[config.mk]
export PLATFORM = sky130hd
export DESIGN_NAME = stopwatch_lap_controller_flat
export DESIGN_NICKNAME = d
export VERILOG_FILES = /design/src/rtl/stopwatch_lap_controller_pkg.sv /design/src/rtl/stopwatch_lap_controller_if.sv /design/src/rtl/stopwatch_lap_controller_button_conditioner.sv /design/src/rtl/stopwatch_lap_controller.sv /design/src/flat_wrapper.sv
export SDC_FILE = /design/constraint.sdc
export NUM_CORES = 1
export LEC_CHECK = 0
export CAP_MARGIN = 30
export CORE_MARGIN = 4
export CORE_UTILIZATION = 30
export CTS_CLUSTER_SIZE = 10
export DETAILED_ROUTE_END_ITERATION = 16
export SYNTH_ARGS = -nofsm -noshare
export SYNTH_HDL_FRONTEND = slang
export SYNTH_SLANG_ARGS = --single-unit
[constraint.sdc]
create_clock -name Clock -period 2.3 [get_ports Clock]
set_input_delay 0.345 -clock Clock [delete_from_list [all_inputs] [get_ports Clock]]
set_output_delay 0.345 -clock Clock [all_outputs]
set_load 0.01 [all_outputs]
[src/rtl/stopwatch_lap_controller_pkg.sv]
// Shared definitions for the stopwatch controller and its counter datapath:
// state encodings plus the tick-divider and register-width helpers.
package stopwatch_ctrl_pkg;

    localparam int STATE_W = 3;

    typedef enum logic [STATE_W-1:0] {
        ST_CLEARED  = 3'd0,
        ST_RUNNING  = 3'd1,
        ST_STOPPED  = 3'd2,
        ST_LAP_RUN  = 3'd3,
        ST_LAP_STOP = 3'd4
    } state_t;

    // Clocks per CountEnable tick.
    function automatic int calc_div(input int clock_hz, input int tick_hz);
        return clock_hz / tick_hz;
    endfunction

    // Bits needed to hold 0..n-1 (never less than one bit).
    function automatic int width_of(input int n);
        return (n <= 1) ? 1 : $clog2(n);
    endfunction

endpackage

[src/rtl/stopwatch_lap_controller_if.sv]
// Button inputs and control outputs of the stopwatch controller.
// master: the controller side; slave: board buttons plus counter/display side.
interface stopwatch_lap_controller_if;

    logic StartStop;
    logic LapReset;
    logic Run;
    logic Clear;
    logic CountEnable;
    logic Hold;
    logic LapCapture;
    logic Overflow;

    modport master (
        input  StartStop, LapReset,
        output Run, Clear, CountEnable, Hold, LapCapture, Overflow
    );

    modport slave (
        output StartStop, LapReset,
        input  Run, Clear, CountEnable, Hold, LapCapture, Overflow
    );

endinterface

[src/rtl/stopwatch_lap_controller_button_conditioner.sv]
// Raw push-button conditioner: two-flop synchroniser, stable-level debounce
// filter (level must persist DEBOUNCE_CYCLES samples) and a rising-edge
// one-shot. A held button yields one pulse; a release yields none.
module button_conditioner
    import stopwatch_ctrl_pkg::*;
#(
    parameter int DEBOUNCE_CYCLES = 500_000
) (
    input  logic i_clk,
    input  logic i_rst,
    input  logic i_raw,
    output logic o_pulse
);

    localparam int              CW       = width_of(DEBOUNCE_CYCLES);
    localparam logic [CW-1:0]   CNT_LAST = CW'(DEBOUNCE_CYCLES - 1);

    logic          r_sync1;
    logic          r_sync2;
    logic          r_stable;
    logic          r_pulse;
    logic [CW-1:0] r_cnt;

    // Synchronise, count consecutive samples that disagree with the accepted level, accept on the last one.
    always_ff @(posedge i_clk) begin
        if (i_rst) begin
            r_sync1  <= 1'b0;
            r_sync2  <= 1'b0;
            r_stable <= 1'b0;
            r_pulse  <= 1'b0;
            r_cnt    <= '0;
        end else begin
            r_sync1 <= i_raw;
            r_sync2 <= r_sync1;
            r_pulse <= 1'b0;
            if (r_sync2 == r_stable) begin
                r_cnt <= '0;
            end else if (r_cnt == CNT_LAST) begin
                r_cnt    <= '0;
                r_stable <= r_sync2;
                r_pulse  <= r_sync2;
            end else begin
                r_cnt <= r_cnt + CW'(1);
            end
        end
    end

    assign o_pulse = r_pulse;

endmodule

[src/rtl/stopwatch_lap_controller.sv]
// Stopwatch sequencing controller: conditions StartStop/LapReset, runs the
// five-state Moore FSM and drives Run/Clear/Hold/LapCapture plus the
// CountEnable prescaler. Optional auto-stop at MAX_TICKS is enabled by
// defining OVERFLOW_STOP_EN; otherwise Overflow is tied low.
module stopwatch_lap_controller
    import stopwatch_ctrl_pkg::*;
#(
    parameter int CLOCK_HZ        = 50_000_000,
    parameter int TICK_HZ         = 100,
    parameter int DEBOUNCE_CYCLES = 500_000,
    parameter int MAX_TICKS       = 360_000
) (
    input  logic                          Clock,
    input  logic                          Reset,
    stopwatch_lap_controller_if.master    bus
);

    localparam int            DIV        = calc_div(CLOCK_HZ, TICK_HZ);
    localparam int            PW         = width_of(DIV);
    localparam logic [PW-1:0] PRESC_LAST = PW'(DIV - 1);

    logic          w_ssp;
    logic          w_lrp;
    logic          w_ovf_hit;
    logic          w_ovf_block;
    state_t        r_state;
    state_t        w_state_next;
    logic          r_run;
    logic          r_clear;
    logic          r_hold;
    logic          r_lapcap;
    logic          r_ce;
    logic [PW-1:0] r_presc;

    button_conditioner #(.DEBOUNCE_CYCLES(DEBOUNCE_CYCLES)) u_ss_cond (
        .i_clk(Clock), .i_rst(Reset), .i_raw(bus.StartStop), .o_pulse(w_ssp)
    );

    button_conditioner #(.DEBOUNCE_CYCLES(DEBOUNCE_CYCLES)) u_lr_cond (
        .i_clk(Clock), .i_rst(Reset), .i_raw(bus.LapReset), .o_pulse(w_lrp)
    );

    // Next state: auto-stop beats buttons, StartStop beats LapReset.
    always_comb begin
        w_state_next = r_state;
        case (r_state)
            ST_CLEARED: begin
                if (w_ssp) w_state_next = ST_RUNNING;
                else       w_state_next = ST_CLEARED;
            end
            ST_RUNNING: begin
                if (w_ovf_hit)  w_state_next = ST_STOPPED;
                else if (w_ssp) w_state_next = ST_STOPPED;
                else if (w_lrp) w_state_next = ST_LAP_RUN;
                else            w_state_next = ST_RUNNING;
            end
            ST_LAP_RUN: begin
                if (w_ovf_hit)  w_state_next = ST_LAP_STOP;
                else if (w_ssp) w_state_next = ST_LAP_STOP;
                else if (w_lrp) w_state_next = ST_RUNNING;
                else            w_state_next = ST_LAP_RUN;
            end
            ST_STOPPED: begin
                if (w_ssp && !w_ovf_block) w_state_next = ST_RUNNING;
                else if (w_lrp)            w_state_next = ST_CLEARED;
                else                       w_state_next = ST_STOPPED;
            end
            ST_LAP_STOP: begin
                if (w_ssp && !w_ovf_block) w_state_next = ST_LAP_RUN;
                else if (w_lrp)            w_state_next = ST_STOPPED;
                else                       w_state_next = ST_LAP_STOP;
            end
            default: w_state_next = ST_CLEARED;
        endcase
    end

    // State register with Moore outputs registered from the next state so they track it exactly.
    always_ff @(posedge Clock) begin
        if (Reset) begin
            r_state  <= ST_CLEARED;
            r_run    <= 1'b0;
            r_clear  <= 1'b1;
            r_hold   <= 1'b0;
            r_lapcap <= 1'b0;
        end else begin
            r_state  <= w_state_next;
            r_run    <= (w_state_next == ST_RUNNING) || (w_state_next == ST_LAP_RUN);
            r_clear  <= (w_state_next == ST_CLEARED);
            r_hold   <= (w_state_next == ST_LAP_RUN) || (w_state_next == ST_LAP_STOP);
            r_lapcap <= (r_state == ST_RUNNING) && (w_state_next == ST_LAP_RUN);
        end
    end

    // Tick prescaler: advances only while running, keeps its phase while stopped, zeroed while cleared.
    always_ff @(posedge Clock) begin
        if (Reset) begin
            r_presc <= '0;
            r_ce    <= 1'b0;
        end else if (r_clear) begin
            r_presc <= '0;
            r_ce    <= 1'b0;
        end else if (r_run) begin
            r_ce    <= (r_presc == PRESC_LAST);
            r_presc <= (r_presc == PRESC_LAST) ? '0 : (r_presc + PW'(1));
        end else begin
            r_ce    <= 1'b0;
            r_presc <= r_presc;
        end
    end

`ifdef OVERFLOW_STOP_EN
    localparam int            TW        = width_of(MAX_TICKS);
    localparam logic [TW-1:0] TICK_LAST = TW'(MAX_TICKS - 1);

    logic [TW-1:0] r_ticks;
    logic          r_overflow;

    assign w_ovf_hit   = r_ce && (r_ticks == TICK_LAST);
    assign w_ovf_block = r_overflow || w_ovf_hit;

    // Elapsed tick count since the last clear.
    always_ff @(posedge Clock) begin
        if (Reset) begin
            r_ticks <= '0;
        end else if (r_clear) begin
            r_ticks <= '0;
        end else if (r_ce) begin
            r_ticks <= r_ticks + TW'(1);
        end else begin
            r_ticks <= r_ticks;
        end
    end

    // Sticky overflow flag, released only by returning to the cleared state.
    always_ff @(posedge Clock) begin
        if (Reset) begin
            r_overflow <= 1'b0;
        end else if (w_state_next == ST_CLEARED) begin
            r_overflow <= 1'b0;
        end else if (w_ovf_hit) begin
            r_overflow <= 1'b1;
        end else begin
            r_overflow <= r_overflow;
        end
    end

    assign bus.Overflow = r_overflow;
`else
    assign w_ovf_hit    = 1'b0;
    assign w_ovf_block  = 1'b0;
    assign bus.Overflow = 1'b0;
`endif

    assign bus.Run         = r_run;
    assign bus.Clear       = r_clear;
    assign bus.Hold        = r_hold;
    assign bus.LapCapture  = r_lapcap;
    assign bus.CountEnable = r_ce;

endmodule

[src/flat_wrapper.sv]
// flat-port wrapper written by rule: the top's interface ports become plain ports
module stopwatch_lap_controller_flat import stopwatch_ctrl_pkg::*;
#(
    parameter int CLOCK_HZ        = 50_000_000,
    parameter int TICK_HZ         = 100,
    parameter int DEBOUNCE_CYCLES = 500_000,
    parameter int MAX_TICKS       = 360_000
)
  (Clock, Reset, bus_StartStop, bus_LapReset, bus_Run, bus_Clear, bus_CountEnable, bus_Hold, bus_LapCapture, bus_Overflow);
  stopwatch_lap_controller_if bus_i ();
  input  logic Clock;
  input  logic Reset;
  input wire logic [$bits(bus_i.StartStop)-1:0] bus_StartStop;
  input wire logic [$bits(bus_i.LapReset)-1:0] bus_LapReset;
  output wire logic [$bits(bus_i.Run)-1:0] bus_Run;
  output wire logic [$bits(bus_i.Clear)-1:0] bus_Clear;
  output wire logic [$bits(bus_i.CountEnable)-1:0] bus_CountEnable;
  output wire logic [$bits(bus_i.Hold)-1:0] bus_Hold;
  output wire logic [$bits(bus_i.LapCapture)-1:0] bus_LapCapture;
  output wire logic [$bits(bus_i.Overflow)-1:0] bus_Overflow;
  assign bus_i.StartStop = bus_StartStop;
  assign bus_i.LapReset = bus_LapReset;
  assign bus_Run = bus_i.Run;
  assign bus_Clear = bus_i.Clear;
  assign bus_CountEnable = bus_i.CountEnable;
  assign bus_Hold = bus_i.Hold;
  assign bus_LapCapture = bus_i.LapCapture;
  assign bus_Overflow = bus_i.Overflow;
  stopwatch_lap_controller #(.CLOCK_HZ(CLOCK_HZ), .TICK_HZ(TICK_HZ), .DEBOUNCE_CYCLES(DEBOUNCE_CYCLES), .MAX_TICKS(MAX_TICKS)) u_core (.Clock(Clock), .Reset(Reset), .bus(bus_i));
endmodule
==> flow_metrics.env <==
export IMPL_status="complete, no violations"
export IMPL_worst_setup_path_end_kind="flop"
export IMPL_cts_setup_buffers=0
export IMPL_min_period_over_period_pct=80.69
export IMPL_finalSetupViolations=0
export IMPL_wire_per_inst_um=11.69
export IMPL_io_pins=10
export IMPL_design_area_um2=3568
export IMPL_synth_edff_count=0
export IMPL_place_gp_congestion=0.7865
export IMPL_hold_path_class="reg -> reg"
export IMPL_ff2ff_setup_slack_ps=440
export IMPL_setup_ws_ps=444.1
export IMPL_cp_data_required_time_ps=2520
export IMPL_ys_ff_latch=73
export IMPL_synth_top_area_cell="dfxtp_1"
export IMPL_async_reset_ff_share_pct=0
export IMPL_fp_dieH_um=111.3
export IMPL_syn_num_nets=367
export IMPL_cts_buffers=9
export IMPL_criticalPathCategory="reg -> reg"
export IMPL_drive_gt1_share_pct=6.400
export IMPL_grt_pass1_wl_mm=10.61
export IMPL_placed_cell_area_um2=3406
export IMPL_clockBufferDepth=2
export IMPL_routed_wl_mm=5.976
export IMPL_remaining_drc_errors=0
export IMPL_worst_setup_path_start_kind="flop"
export IMPL_via_per_inst=4.945
export IMPL_ir_worst_vdd_v=0.0002272
export IMPL_fin_worst_skew_ps=6.981
export IMPL_drtPass1Iterations=4
export IMPL_cts_tree="built"
export IMPL_initial_core_util_pct=30.84
export IMPL_p_total_mw=2.140
export IMPL_worstSkewPairLatency_ps=340
export IMPL_dieArea_um2=12380
export IMPL_design_core_area_um2=10370
export IMPL_ys_types=40
export IMPL_cts_hold_fix_buffers=0
export IMPL_finalCriticalPeriod_ps=1856
export IMPL_num_rows=37
export IMPL_hold_viol_final=0
export IMPL_globalRouteTotalUtil_pct=10.17
export IMPL_path_clk_slew_ps=70
export IMPL_power_density_nw_per_um2=599.6
export IMPL_drt_iter0_drc=110
export IMPL_synthTopCellsByArea="dfxtp_1, xor2_1, nor2_1"
export IMPL_final_antenna_net_count=0
export IMPL_syn2layout_area_growth_pct=11.58
export IMPL_power_switching_mw=0.4483
export IMPL_multi_input_area_um2=1642
export IMPL_seq_power_share_pct=59.4
export IMPL_dpl_hpwl_mm=4.261
export IMPL_dieWidth_um=111.3
export IMPL_slew_viol_final=0
export IMPL_tightest_slew_ps=490.9
export IMPL_antenna_found_initial=0
export IMPL_grt_pass1_vias=2394
export IMPL_synth_ff_type="dfxtp_1"
export IMPL_nFillCells=1087
export IMPL_syn_avg_cell_area_um2=8.884
export IMPL_max_slew_margin_pct=66.97
export IMPL_leakage_nw=1.069
export IMPL_clkSinkCount=73
export IMPL_grt_setup_unrepaired="no"
export IMPL_holdWs_ps=441.2
export IMPL_htreeDepth=3
export IMPL_final_nets=378
export IMPL_p_int_mw=1.691
export IMPL_max_freq_mhz=538.8
export IMPL_yosysWarnings=0
export IMPL_crit_fanout=17
export IMPL_arrival_ps=2080
export IMPL_vias=2527
export IMPL_combPwrFrac_pct=1.2
export IMPL_seq_area_um2=1461
export IMPL_p_sw_share_pct=20.95
export IMPL_cts_root_buffer="clkbuf_8"
export IMPL_setup_tns_ps=0
export IMPL_syn_inst=360
export IMPL_synth_top_area_share_pct=45.70
export IMPL_netlist_area_um2=3198
export IMPL_ctsResizeCount=0
export IMPL_clockPowerShare_pct=39.4
export IMPL_overflow=0
export IMPL_grt_max_degree=18
export IMPL_place_ws_ps=438.6
export IMPL_yosysSeqAreaShare_pct=45.70
export IMPL_antenna_cells=0
export IMPL_drv_cap=0
export IMPL_port_buffers=8
cells by family (layout without fill, tap and decap cells):
group           count (synthesis)  count (layout)  share of synthesized area, %
compound gates                 45              45                         7.904
mux                             1               1                        0.3130
xor+xnor                       40              40                         10.95
fa+ha+maj                       3               3                         1.174
buf+inv                        17              32                         2.973
other cells                     1               1                        0.1173
flops                          73              73                         45.70
simple gates                  180             180                         30.87
cells in the final DEF (no fill, tap or decap), types with 2 or more instances in the layout:
cell | Yosys | final
dfxtp_1 | 73 | 73
buf_4 | 1 | 5
and4_1 | 7 | 7
a21oi_1 | 22 | 22
clkbuf_8 | 0 | 10
or3_1 | 10 | 10
o31ai_1 | 8 | 8
or4_1 | 8 | 8
nor4b_1 | 4 | 4
inv_1 | 4 | 4
clkdlybuf4s50_1 | 0 | 8
clkbuf_1 | 5 | 2
nand3_1 | 21 | 21
o21ai_1 | 2 | 2
nor2b_1 | 4 | 4
nand4_1 | 21 | 21
nand2_1 | 18 | 18
and3_1 | 8 | 8
xnor2_1 | 13 | 13
nor3b_1 | 3 | 3
or2_2 | 2 | 2
and2_1 | 4 | 4
nand2b_1 | 3 | 3
ha_1 | 3 | 3
xor2_1 | 27 | 27
nor2_1 | 52 | 52
nor4_1 | 6 | 6
o21ai_0 | 10 | 10
nor3_1 | 3 | 3
clkinv_2 | 0 | 2
path summary, 6_finish.rpt:
check / startpoint / depth (start not counted) / endpoint
setup / recovery: u_core.r_presc[7] / 4 / u_core.r_presc[3]
hold / removal: u_core.u_ss_cond.r_sync1 / 1 / u_core.u_ss_cond.r_sync2
setup reg to reg: u_core.r_presc[7] / 4 / u_core.r_presc[3]
hold reg to reg: u_core.u_ss_cond.r_sync1 / 1 / u_core.u_ss_cond.r_sync2
sequential cells by signal (all words and copies together) (netlist names):
name	cells
u_core.r_state	3
u_core.bus.Clear	1
u_core.u_lr_cond.r_sync2	1
u_core.bus.LapCapture	1
u_core.bus.CountEnable	1
u_core.u_lr_cond.r_cnt	19
u_core.u_ss_cond.o_pulse	1
u_core.r_presc	19
u_core.u_lr_cond.r_sync1	1
u_core.bus.Run	1
u_core.u_lr_cond.r_stable	1
u_core.u_lr_cond.o_pulse	1
u_core.u_ss_cond.r_sync1	1
u_core.u_ss_cond.r_stable	1
u_core.u_ss_cond.r_cnt	19
u_core.u_ss_cond.r_sync2	1
u_core.bus.Hold	1
power by group through the flow:
stage | registers [mW] | clock network (mW) | logic [mW]
finish | 1.27 | 0.844 | 0.0254
global route | 1.27 | 0.941 | 0.0284
CTS | 1.27 | 0.889 | 0.0260
detailed placement | 1.30 | 0 | 0.0259
global placement | 1.30 | 0 | 0.0256
floorplan | 1.30 | 0 | 0.0152
area by class of cell:
type	instances	area share (%)
clock buffer	12	4.067
timing repair buffer	13	3.296
multi-input combinational	270	46.00
tap	136	4.769
clock inverter	3	0.4909
sequential	73	40.95
inverter	4	0.4208
synthesized netlist by cell type (3+ instances only):
library cell and n:
dfxtp_1 73, nor2_1 52, xor2_1 27, a21oi_1 22, nand3_1 21, nand4_1 21, nand2_1 18, xnor2_1 13
o21ai_0 10, or3_1 10, and3_1 8, o31ai_1 8, or4_1 8, and4_1 7, nor4_1 6, clkbuf_1 5
and2_1 4, buf_2 4, inv_1 4, nor2b_1 4, nor4b_1 4, buf_6 3, ha_1 3, nand2b_1 3
nor3_1 3, nor3b_1 3
metrics by stage:
step | utilization, % | std cells
2_1_floorplan | - | 360
6_report | 34.41 | 511
3_5_place_dp | 32.84 | 496
5_1_grt | 34.41 | 511
4_1_cts | 34.41 | 511
3_3_place_gp | 32.84 | 496
routing by layer:
| metal | up-vias | part of all wire (%) | GRT usage (%) |
|---|---|---|---|
| met5 | - | 0 | 0 |
| met2 | 35 | 44 | 15.84 |
| met1 | 1175 | 51 | 13.13 |
| li1 | 1306 | - | - |
| met4 | 0 | 1.6 | 3.569 |
| met3 | 11 | 3.6 | 3.439 |
worst max-delay path, stage by stage (launching register included):
cell	delay, ps
dfxtp_1	390
or4b_1	560
nor4_2	290
a31o_2	410
nor2_1	90
(Power assumes the default switching activity.)
